### src/rtl/hidden_layer_pkg.sv
// Shared state type, default widths and fixed-point helpers for the
// hidden-layer neuron engines.
package hidden_layer_pkg;

  typedef enum logic [1:0] {
    IDLE   = 2'd0,
    ACCUM  = 2'd1,
    DRAIN  = 2'd2,
    OUTPUT = 2'd3
  } macState_t;

  localparam int unsigned DefNumIn     = 16;
  localparam int unsigned DefDataW     = 10;
  localparam int unsigned DefWeightW   = 10;
  localparam int unsigned DefAccW      = 24;
  localparam int unsigned DefOutW      = 10;
  localparam int unsigned DefFracShift = 8;

  // Clamp a wide signed value into the range of a w-bit two's complement word.
  function automatic logic signed [63:0] satSigned(input logic signed [63:0] x,
                                                    input int unsigned w);
    logic signed [63:0] hi;
    logic signed [63:0] lo;
    hi = (64'sd1 <<< (w - 1)) - 64'sd1;
    lo = -(64'sd1 <<< (w - 1));
    if (x > hi) return hi;
    if (x < lo) return lo;
    return x;
  endfunction

  // Output conversion: ReLU into an unsigned w-bit word, or signed saturation.
  function automatic logic signed [63:0] convertOut(input logic signed [63:0] x,
                                                     input int unsigned w,
                                                     input bit relu);
    logic signed [63:0] hi;
    if (!relu) return satSigned(x, w);
    hi = (64'sd1 <<< w) - 64'sd1;
    if (x < 64'sd0) return 64'sd0;
    if (x > hi) return hi;
    return x;
  endfunction

endpackage

### src/rtl/hidden_neuron_mac_mult.sv
// Registered signed multiplier: zero-extended unsigned data times signed weight,
// one pipeline stage with a travelling valid bit.
module hl_signed_mult #(
  parameter int unsigned DATA_W   = 10,
  parameter int unsigned WEIGHT_W = 10
) (
  input  logic                              Clock,
  input  logic                              Clear,
  input  logic                              validIn,
  input  logic [DATA_W-1:0]                 dataIn,
  input  logic signed [WEIGHT_W-1:0]        weightIn,
  output logic                              validOut,
  output logic signed [DATA_W+WEIGHT_W:0]   product
);

  localparam int unsigned ProdW = DATA_W + WEIGHT_W + 1;

  logic signed [DATA_W:0] dataExt;

  assign dataExt = $signed({1'b0, dataIn});

  always_ff @(posedge Clock or negedge Clear) begin
    if (!Clear) begin
      validOut <= 1'b0;
      product  <= '0;
    end else begin
      validOut <= validIn;
      if (validIn) product <= ProdW'(dataExt) * ProdW'(weightIn);
    end
  end

endmodule

### src/rtl/hidden_neuron_mac.sv
// Single hidden-layer neuron: NUM_IN weighted beats are summed into a
// saturating accumulator seeded with a bias, then rescaled and held for output.
module hidden_neuron_mac
  import hidden_layer_pkg::*;
#(
  parameter int unsigned NUM_IN     = DefNumIn,
  parameter int unsigned DATA_W     = DefDataW,
  parameter int unsigned WEIGHT_W   = DefWeightW,
  parameter int unsigned ACC_W      = DefAccW,
  parameter int unsigned OUT_W      = DefOutW,
  parameter int unsigned FRAC_SHIFT = DefFracShift,
  parameter bit          RELU_EN    = 1'b1
) (
  input  logic                       Clock,
  input  logic                       Clear,
  input  logic                       start,
  input  logic signed [ACC_W-1:0]    bias,
  input  logic                       in_valid,
  output logic                       in_ready,
  input  logic [DATA_W-1:0]          in_data,
  input  logic signed [WEIGHT_W-1:0] in_weight,
  output logic                       out_valid,
  input  logic                       out_ready,
  output logic [OUT_W-1:0]           out_val,
  output logic                       busy
);

  localparam int unsigned ProdW = DATA_W + WEIGHT_W + 1;
  localparam int unsigned CntW  = $clog2(NUM_IN + 1);

  macState_t state;
  macState_t stateNext;

  logic [CntW-1:0]            beatCount;
  logic signed [ACC_W-1:0]    acc;
  logic signed [ACC_W-1:0]    accSum;
  logic                       beatValid;
  logic [DATA_W-1:0]          beatData;
  logic signed [WEIGHT_W-1:0] beatWeight;
  logic                       prodValid;
  logic signed [ProdW-1:0]    product;
  logic [OUT_W-1:0]           outConv;

  logic beatFire;
  logic lastBeat;
  logic pipeEmpty;
  logic loadBias;
  logic countBeat;
  logic loadOut;
  logic retireOut;

  assign beatFire  = in_valid && in_ready;
  assign lastBeat  = (beatCount == CntW'(NUM_IN - 1));
  assign pipeEmpty = !beatValid && !prodValid;
  assign accSum    = ACC_W'(satSigned(64'(acc) + 64'(product), ACC_W));
  assign outConv   = OUT_W'(convertOut(64'(acc) >>> FRAC_SHIFT, OUT_W, RELU_EN));

  // Accepted beats are captured first, so the product lands one edge later.
  hl_signed_mult #(
    .DATA_W  (DATA_W),
    .WEIGHT_W(WEIGHT_W)
  ) uMult (
    .Clock   (Clock),
    .Clear   (Clear),
    .validIn (beatValid),
    .dataIn  (beatData),
    .weightIn(beatWeight),
    .validOut(prodValid),
    .product (product)
  );

  always_ff @(posedge Clock or negedge Clear) begin
    if (!Clear) state <= IDLE;
    else        state <= stateNext;
  end

  always_comb begin
    stateNext = state;
    loadBias  = 1'b0;
    countBeat = 1'b0;
    loadOut   = 1'b0;
    retireOut = 1'b0;
    case (state)
      IDLE: begin
        if (start) begin
          loadBias  = 1'b1;
          stateNext = ACCUM;
        end
      end
      ACCUM: begin
        if (beatFire) begin
          countBeat = 1'b1;
          if (lastBeat) stateNext = DRAIN;
        end
      end
      DRAIN: begin
        if (pipeEmpty) begin
          loadOut   = 1'b1;
          stateNext = OUTPUT;
        end
      end
      OUTPUT: begin
        if (out_ready) begin
          retireOut = 1'b1;
          stateNext = IDLE;
        end
      end
      default: stateNext = IDLE;
    endcase
  end

  // Datapath and registered handshake outputs.
  always_ff @(posedge Clock or negedge Clear) begin
    if (!Clear) begin
      acc        <= '0;
      beatCount  <= '0;
      beatValid  <= 1'b0;
      beatData   <= '0;
      beatWeight <= '0;
      in_ready   <= 1'b0;
      out_valid  <= 1'b0;
      out_val    <= '0;
      busy       <= 1'b0;
    end else begin
      busy      <= (stateNext != IDLE);
      beatValid <= beatFire;
      if (beatFire) begin
        beatData   <= in_data;
        beatWeight <= in_weight;
      end
      if (loadBias) begin
        acc       <= bias;
        beatCount <= '0;
        in_ready  <= 1'b1;
      end else if (prodValid) begin
        acc <= accSum;
      end
      if (countBeat) begin
        beatCount <= beatCount + CntW'(1);
        if (lastBeat) in_ready <= 1'b0;
      end
      if (loadOut) begin
        out_val   <= outConv;
        out_valid <= 1'b1;
      end
      if (retireOut) out_valid <= 1'b0;
    end
  end

endmodule
### config.mk
export PLATFORM = sky130hd
export DESIGN_NAME = hidden_neuron_mac
export DESIGN_NICKNAME = d
export VERILOG_FILES = /design/src/rtl/hidden_layer_pkg.sv /design/src/rtl/hidden_neuron_mac_mult.sv /design/src/rtl/hidden_neuron_mac.sv
export SDC_FILE = /design/constraint.sdc
export NUM_CORES = 1
export LEC_CHECK = 0
export CAP_MARGIN = 20
export CORE_MARGIN = 2
export CORE_UTILIZATION = 50
export DETAILED_ROUTE_END_ITERATION = 10
export PLACE_DENSITY = 0.77
export SETUP_SLACK_MARGIN = 0.02
export SLEW_MARGIN = 10
export SYNTH_ARGS = -nofsm -noshare
export SYNTH_HDL_FRONTEND = slang
export SYNTH_SLANG_ARGS = --single-unit
export TNS_END_PERCENT = 5
### constraint.sdc
create_clock -name Clock -period 12.85 [get_ports Clock]
set_clock_uncertainty 0.2 [all_clocks]
set_input_delay 2.57 -clock Clock [delete_from_list [all_inputs] [get_ports Clock]]
set_output_delay 2.57 -clock Clock [all_outputs]
set_load 0.01 [all_outputs]
Word level (Yosys, flattened, before mapping)
Index checks and enable logic that the tools add are counted.
{"block": "word_totals", "output_inout_bits": 13, "regBits": 87, "inputBits": 49, "romBits": 0, "word_cells": 69, "latch_bits": 0, "ramBits": 0, "memories": 0}
{"block": "op_classes", "reduce_logical": 9, "magnitude_cmp": 4, "n_shift": 0, "n_eq_ne": 4, "n_mux": 37, "add_sub_neg": 2, "bitwise": 0, "n_mul": 1, "div": 0}
{"operator": "24-bit two-way mux", "n": 6}
{"operator": "10-bit two-way mux", "n": 4}
{"operator": "24-bit by 21-bit adder with 25-bit output", "n": 1}
{"operator": "25-bit by 24-bit > comparator with 1-bit output (second input constant)", "n": 1}
{"operator": "25-bit by 24-bit < comparator with 1-bit output (second input constant)", "n": 1}
{"operator": "11-bit by 10-bit multiplier with 21-bit output", "n": 1}
{"operator": "1-bit two-way mux", "n": 19}
{"operator": "16-bit by 11-bit > comparator with 1-bit output (second input constant)", "n": 1}
{"operator": "16-bit by 1-bit < comparator with 1-bit output (second input constant)", "n": 1}
{"operator": "2-bit two-way mux", "n": 5}
{"operator": "5-bit two-way mux", "n": 2}
{"operator": "2-bit case mux with 4 select lines", "n": 1}
{"operator": "2-bit nonzero test", "n": 4}
{"operator": "5-bit by 1-bit adder with 5-bit output (second input constant)", "n": 1}
{"operator": "5-bit by 4-bit == test with 1-bit output (second input constant)", "n": 1}
{"operator": "2-bit == test (second input constant)", "n": 2}
{"operator": "2-bit by 1-bit == test with 1-bit output (second input constant)", "n": 1}
{"operator": "1-bit logical AND", "n": 2}
{"operator": "1-bit logical NOT", "n": 2}
{"operator": "2-bit logical NOT", "n": 1}

Longest topological paths before layout
{"block": "depth", "ltp_word": 8, "depth_mapped": 21}

Cells and area by module
Synthesis repeated with hierarchy kept, for this count alone.
{"block": "unflattened", "cells_unflattened": 931, "hier_area_um2": 8599.5}
{"module": "hl_signed_mult", "area_each_um2": 4420.5, "seq_area_each_um2": 550.5, "n_inst": 1, "cells_per_inst": 475}
{"module": "hidden_neuron_mac", "area_each_um2": 4179.0, "seq_area_each_um2": 1626.6, "n_inst": 1, "cells_per_inst": 456}

Worst setup path before layout
OpenSTA, ideal clock, no wires.
{"block": "synth_timing", "kind": "register to register", "from": "reg beatData[0]", "to": "reg uMult.product[20]", "t_arrival_ns": 5.245, "stages_incl_launch_ff": 20, "setup_ns": 0.125, "slack_ns": 7.280, "synth_period_minus_slack_ns": 5.570, "path_cell_list": "dfrtp_1 > clkbuf_1 > nand2b_1 > fa_1 > fa_1 > inv_1 > fa_1 > fa_1 > inv_1 > fa_1 > inv_1 > ha_1 > and2_1 > and4_1 > a311oi_1 > and4b_1 > nor3_1 > o31ai_1 > xnor2_1 > mux2_2"}
{"block": "synth_between", "elab_chain_cells": 1}
{"item": "from (decl)", "line_no": "hidden_neuron_mac.sv:38", "source": "logic [DATA_W-1:0] beatData;"}
{"item": "from (signal assigned)", "line_no": "hidden_neuron_mac.sv:128", "source": "beatData <= in_data;"}
{"item": "11-bit by 10-bit multiplier with 21-bit output", "line_no": "hidden_neuron_mac_mult.sv:28", "source": "if (validIn) product <= ProdW'(dataExt) * ProdW'(weightIn);"}
{"item": "to (signal assigned)", "line_no": "hidden_neuron_mac_mult.sv:28"}
{"item": "to (decl)", "line_no": "hidden_neuron_mac_mult.sv:13", "source": "output logic signed [DATA_W+WEIGHT_W:0] product"}
Every way passes these cells.
A chain may end at the register's enable or synchronous reset.

Worst setup path in the final report
{"block": "layout_timing", "from": "reg beatWeight[9]", "to": "reg uMult.product[20]"}
{"block": "layout_between", "elab_chain_cells": 1}
{"item": "from (decl)", "line_no": "hidden_neuron_mac.sv:39", "source": "logic signed [WEIGHT_W-1:0] beatWeight;"}
{"item": "from (signal assigned)", "line_no": "hidden_neuron_mac.sv:129", "source": "beatWeight <= in_weight;"}
{"item": "11-bit by 10-bit multiplier with 21-bit output", "line_no": "hidden_neuron_mac_mult.sv:28"}
Every way passes these cells.

==> results.ini <==
[setup_path]
cp_data_required_time_ns=12.89
r2r_end=uMult.product[20]
cpLargestDelayFamily=adder cells
cp_slowest_cell=fa_1
crit_path_cell_trace=clkinv_1 -> nor2_1 -> fa_1 -> fa_1 -> fa_1 -> fa_1 -> inv_1 -> fa_1 -> inv_1 -> ha_1 -> and2_1 -> and4_1 -> a311oi_1 -> and4b_1 -> nor3_1 -> o31ai_1 -> xnor2_1 -> mux2_2
path_class=flip-flop to flip-flop
startpoint_type=flip-flop
critPathBufInv=3
cp.arrival_ns=5.96
crit_path_end_kind=flip-flop
regToRegSetupSlack_ns=6.92
timing.critical_path.mode_cell=fa_1
crit_fanout=9
max_stage_delay_ns=0.55
regToRegStartpoint=beatWeight[9]
cp.depth=18
reg2reg_depth=18

[finish]
seqCellArea_sq_um=2177
layout-drive-gt1-share=0.06462
synthToLayoutAreaGrowth_pct=12.74
num_antenna_cells=0
final_cell_mix=nand2_1 (102), ha_1 (92), inv_1 (90)
fillers=1425
nets=1144
multi_input_area_sq_um=5627
mostFrequentLayoutCell=nand2_1

[routing]
ant_nets=0
post_drt_wl_per_cell_microns=16.31
routed_wl_mm=18.99
drt_iter0_markers=431
first_pass_iters=5
drc=0
vias=6508
vias_per_cell=5.591

[clock_network]
numCtsBuffers=9
ctsHoldBuffers=0
cts_tree=built
cts-root-buf=clkbuf_16
clock_path_buffers=2
cts_setup_buffers=0
htree_levels=3
cts_sinks=87
cts.repair.resized=0
clk_latency_ns=0.35
clk_pin_slew_worst_paths_ns=0.07

[timing]
fmax_ghz=0.1687
worst_pin_slew_ns=0.9964
slew_violations=0
setup_viol=0
hold_ws_ns=0.2799
slew_headroom=0.3357
finalSetupTns_ns=0
finalCritPeriodShare=0.4612
hold_violations=0
grt_setup_unrepaired=false
fin_crit_ns=5.926

[floorplanning]
core_sq_um=16410
num_io_pins=62
die-area_sq_um=17680
die_w_microns=133.0
rows=47
start_util=0.5069
die_h_microns=133.0

[global_route]
grt_max_degree=68
grt_pass1_wl_mm=31.74
grt_pass1_vias=6461
track_usage=0.2231
overflow=0
antenna_found_initial=0

[yosys]
synthCells=906
synth-main-ff-cell=dfrtp_1
synth_area_sq_um=8317
synth_edf_count=0
ys_async_sr_fraction=1.000
yosysWarnings=0
ys_ff_latch=87
avgSynthCellArea_sq_um=9.180
synthesis.nets=1111
ys_seq_area_frac=0.2618
ys_types=58

[worst_hold_path]
hold_start=out_val[8]
hold_depth=2
hold_path.class=flip-flop to flip-flop
min_to=out_val[8]

[power]
finalPower_mw=0.5933
intPower_mw=0.4391
pwr-share-clk=0.447
ir_drop_v=0.00006779
p_leak_nw=4.490
powerDensity_nw_per_um2=63.27
switchingPower_mw=0.1542
p_sw_frac=0.2599
comb_power_share=0.077
seq_power_share=0.476

[placed_design]
gp_congestion=0.8976
port_buffers=61
place_hpwl_mm=14.44

[run]
max_cap_violations=0

[outcome]
status=completed

area by class of cell:
type                    instances  area share
flip-flops and latches         87      0.2322
clock inverters                 7    0.007873
inverters                      92     0.03683
well taps                     220     0.02936
clock buffers                   9     0.02402
repair buffers                 66     0.06966
multi-input cells             683      0.6001
worst max-delay path by stage:
stage	slack [ns]	end	from
after floorplan	7.28	uMult.product[20]	beatData[0]
after global routing	6.60	uMult.product[20]	beatWeight[9]
after detailed placement	6.95	uMult.product[20]	beatWeight[9]
after CTS	6.93	uMult.product[20]	beatWeight[9]
after global placement	7.10	uMult.product[20]	beatWeight[9]
final	6.92	uMult.product[20]	beatWeight[9]
tightest hold or removal path, cell delays in order, from the launching register on:
cell and delay, ns:
dfrtp_1 0.34, nand2_1 0.05, o31ai_1 0.05
cell usage after synthesis (all sizes together) (2+ instances only):
cell	number	share of area
nand3	11	0.0066
o31ai	15	0.015
a21oi	56	0.034
fa	64	0.15
clkbuf	37	0.017
nor3	13	0.0078
inv	90	0.041
and2	50	0.038
o21a	7	0.0065
and3	2	0.0015
o21ai	47	0.028
buf	7	0.0041
o21bai	7	0.0063
o221ai	8	0.0084
or3	18	0.014
nor2	45	0.020
nand2b	8	0.0060
a21o	16	0.014
nor3b	2	0.0018
or2	3	0.0023
nand4	9	0.0068
a211oi	9	0.0081
mux2	33	0.045
nand2	102	0.046
o211ai	4	0.0036
a311oi	2	0.0021
clkinv	2	0.00090
xor2	11	0.012
ha	92	0.14
nand3b	2	0.0018
a31oi	5	0.0038
xnor2	21	0.022
dfrtp	87	0.26
nor2b	3	0.0023
power by group through the flow:
stage	Combinational, mW	Clock, mW	Sequential [mW]
after floorplan	0.0213	0	0.286
after global placement	0.0449	0	0.288
after detailed placement	0.0457	0	0.288
after CTS	0.0461	0.271	0.282
after global routing	0.0515	0.283	0.283
final	0.0458	0.265	0.283
flip-flops by register name, indices dropped and copies added (netlist names):
name,flops
beatData,10
busy,1
beatWeight,10
state,2
uMult.product,21
in_ready,1
out_valid,1
beatValid,1
out_val,10
uMult.validOut,1
acc,24
beatCount,5
stage by stage:
stage / setup WS, ns / cell area [sq um] / util / instances
finish: 6.924 / 9376 / 0.5715 / 1164
global route: 6.600 / 9376 / 0.5715 / 1164
detailed placement: 6.946 / 9062 / 0.5524 / 1147
CTS: 6.932 / 9361 / 0.5706 / 1163
floorplan: 7.280 / 8317 / - / 906
global placement: 7.099 / 9062 / 0.5524 / 1147
cell families after synthesis:
| logic type | share of synthesized area |
|---|---|
| AND/OR/NAND/NOR | 0.1596 |
| XOR/XNOR | 0.03370 |
| buffers and inverters | 0.06228 |
| adder cells (fa/ha/maj) | 0.2925 |
| multiplexers | 0.04634 |
| flip-flops | 0.2618 |
| AO/OA/AOI/OAI | 0.1438 |
per-layer routing:
| layer | part of all wire | vias up | routed length, microns | global-route usage |
|---|---|---|---|---|
| li1 | - | 3159 | - | - |
| met2 | 0.48 | 180 | 9093 | 0.3618 |
| met4 | 0.015 | 0 | 277 | 0.05376 |
| met3 | 0.050 | 21 | 958 | 0.03027 |
| met5 | 0 | - | 0 | 0 |
| met1 | 0.46 | 3148 | 8655 | 0.3182 |
(Power assumes the default switching activity.)
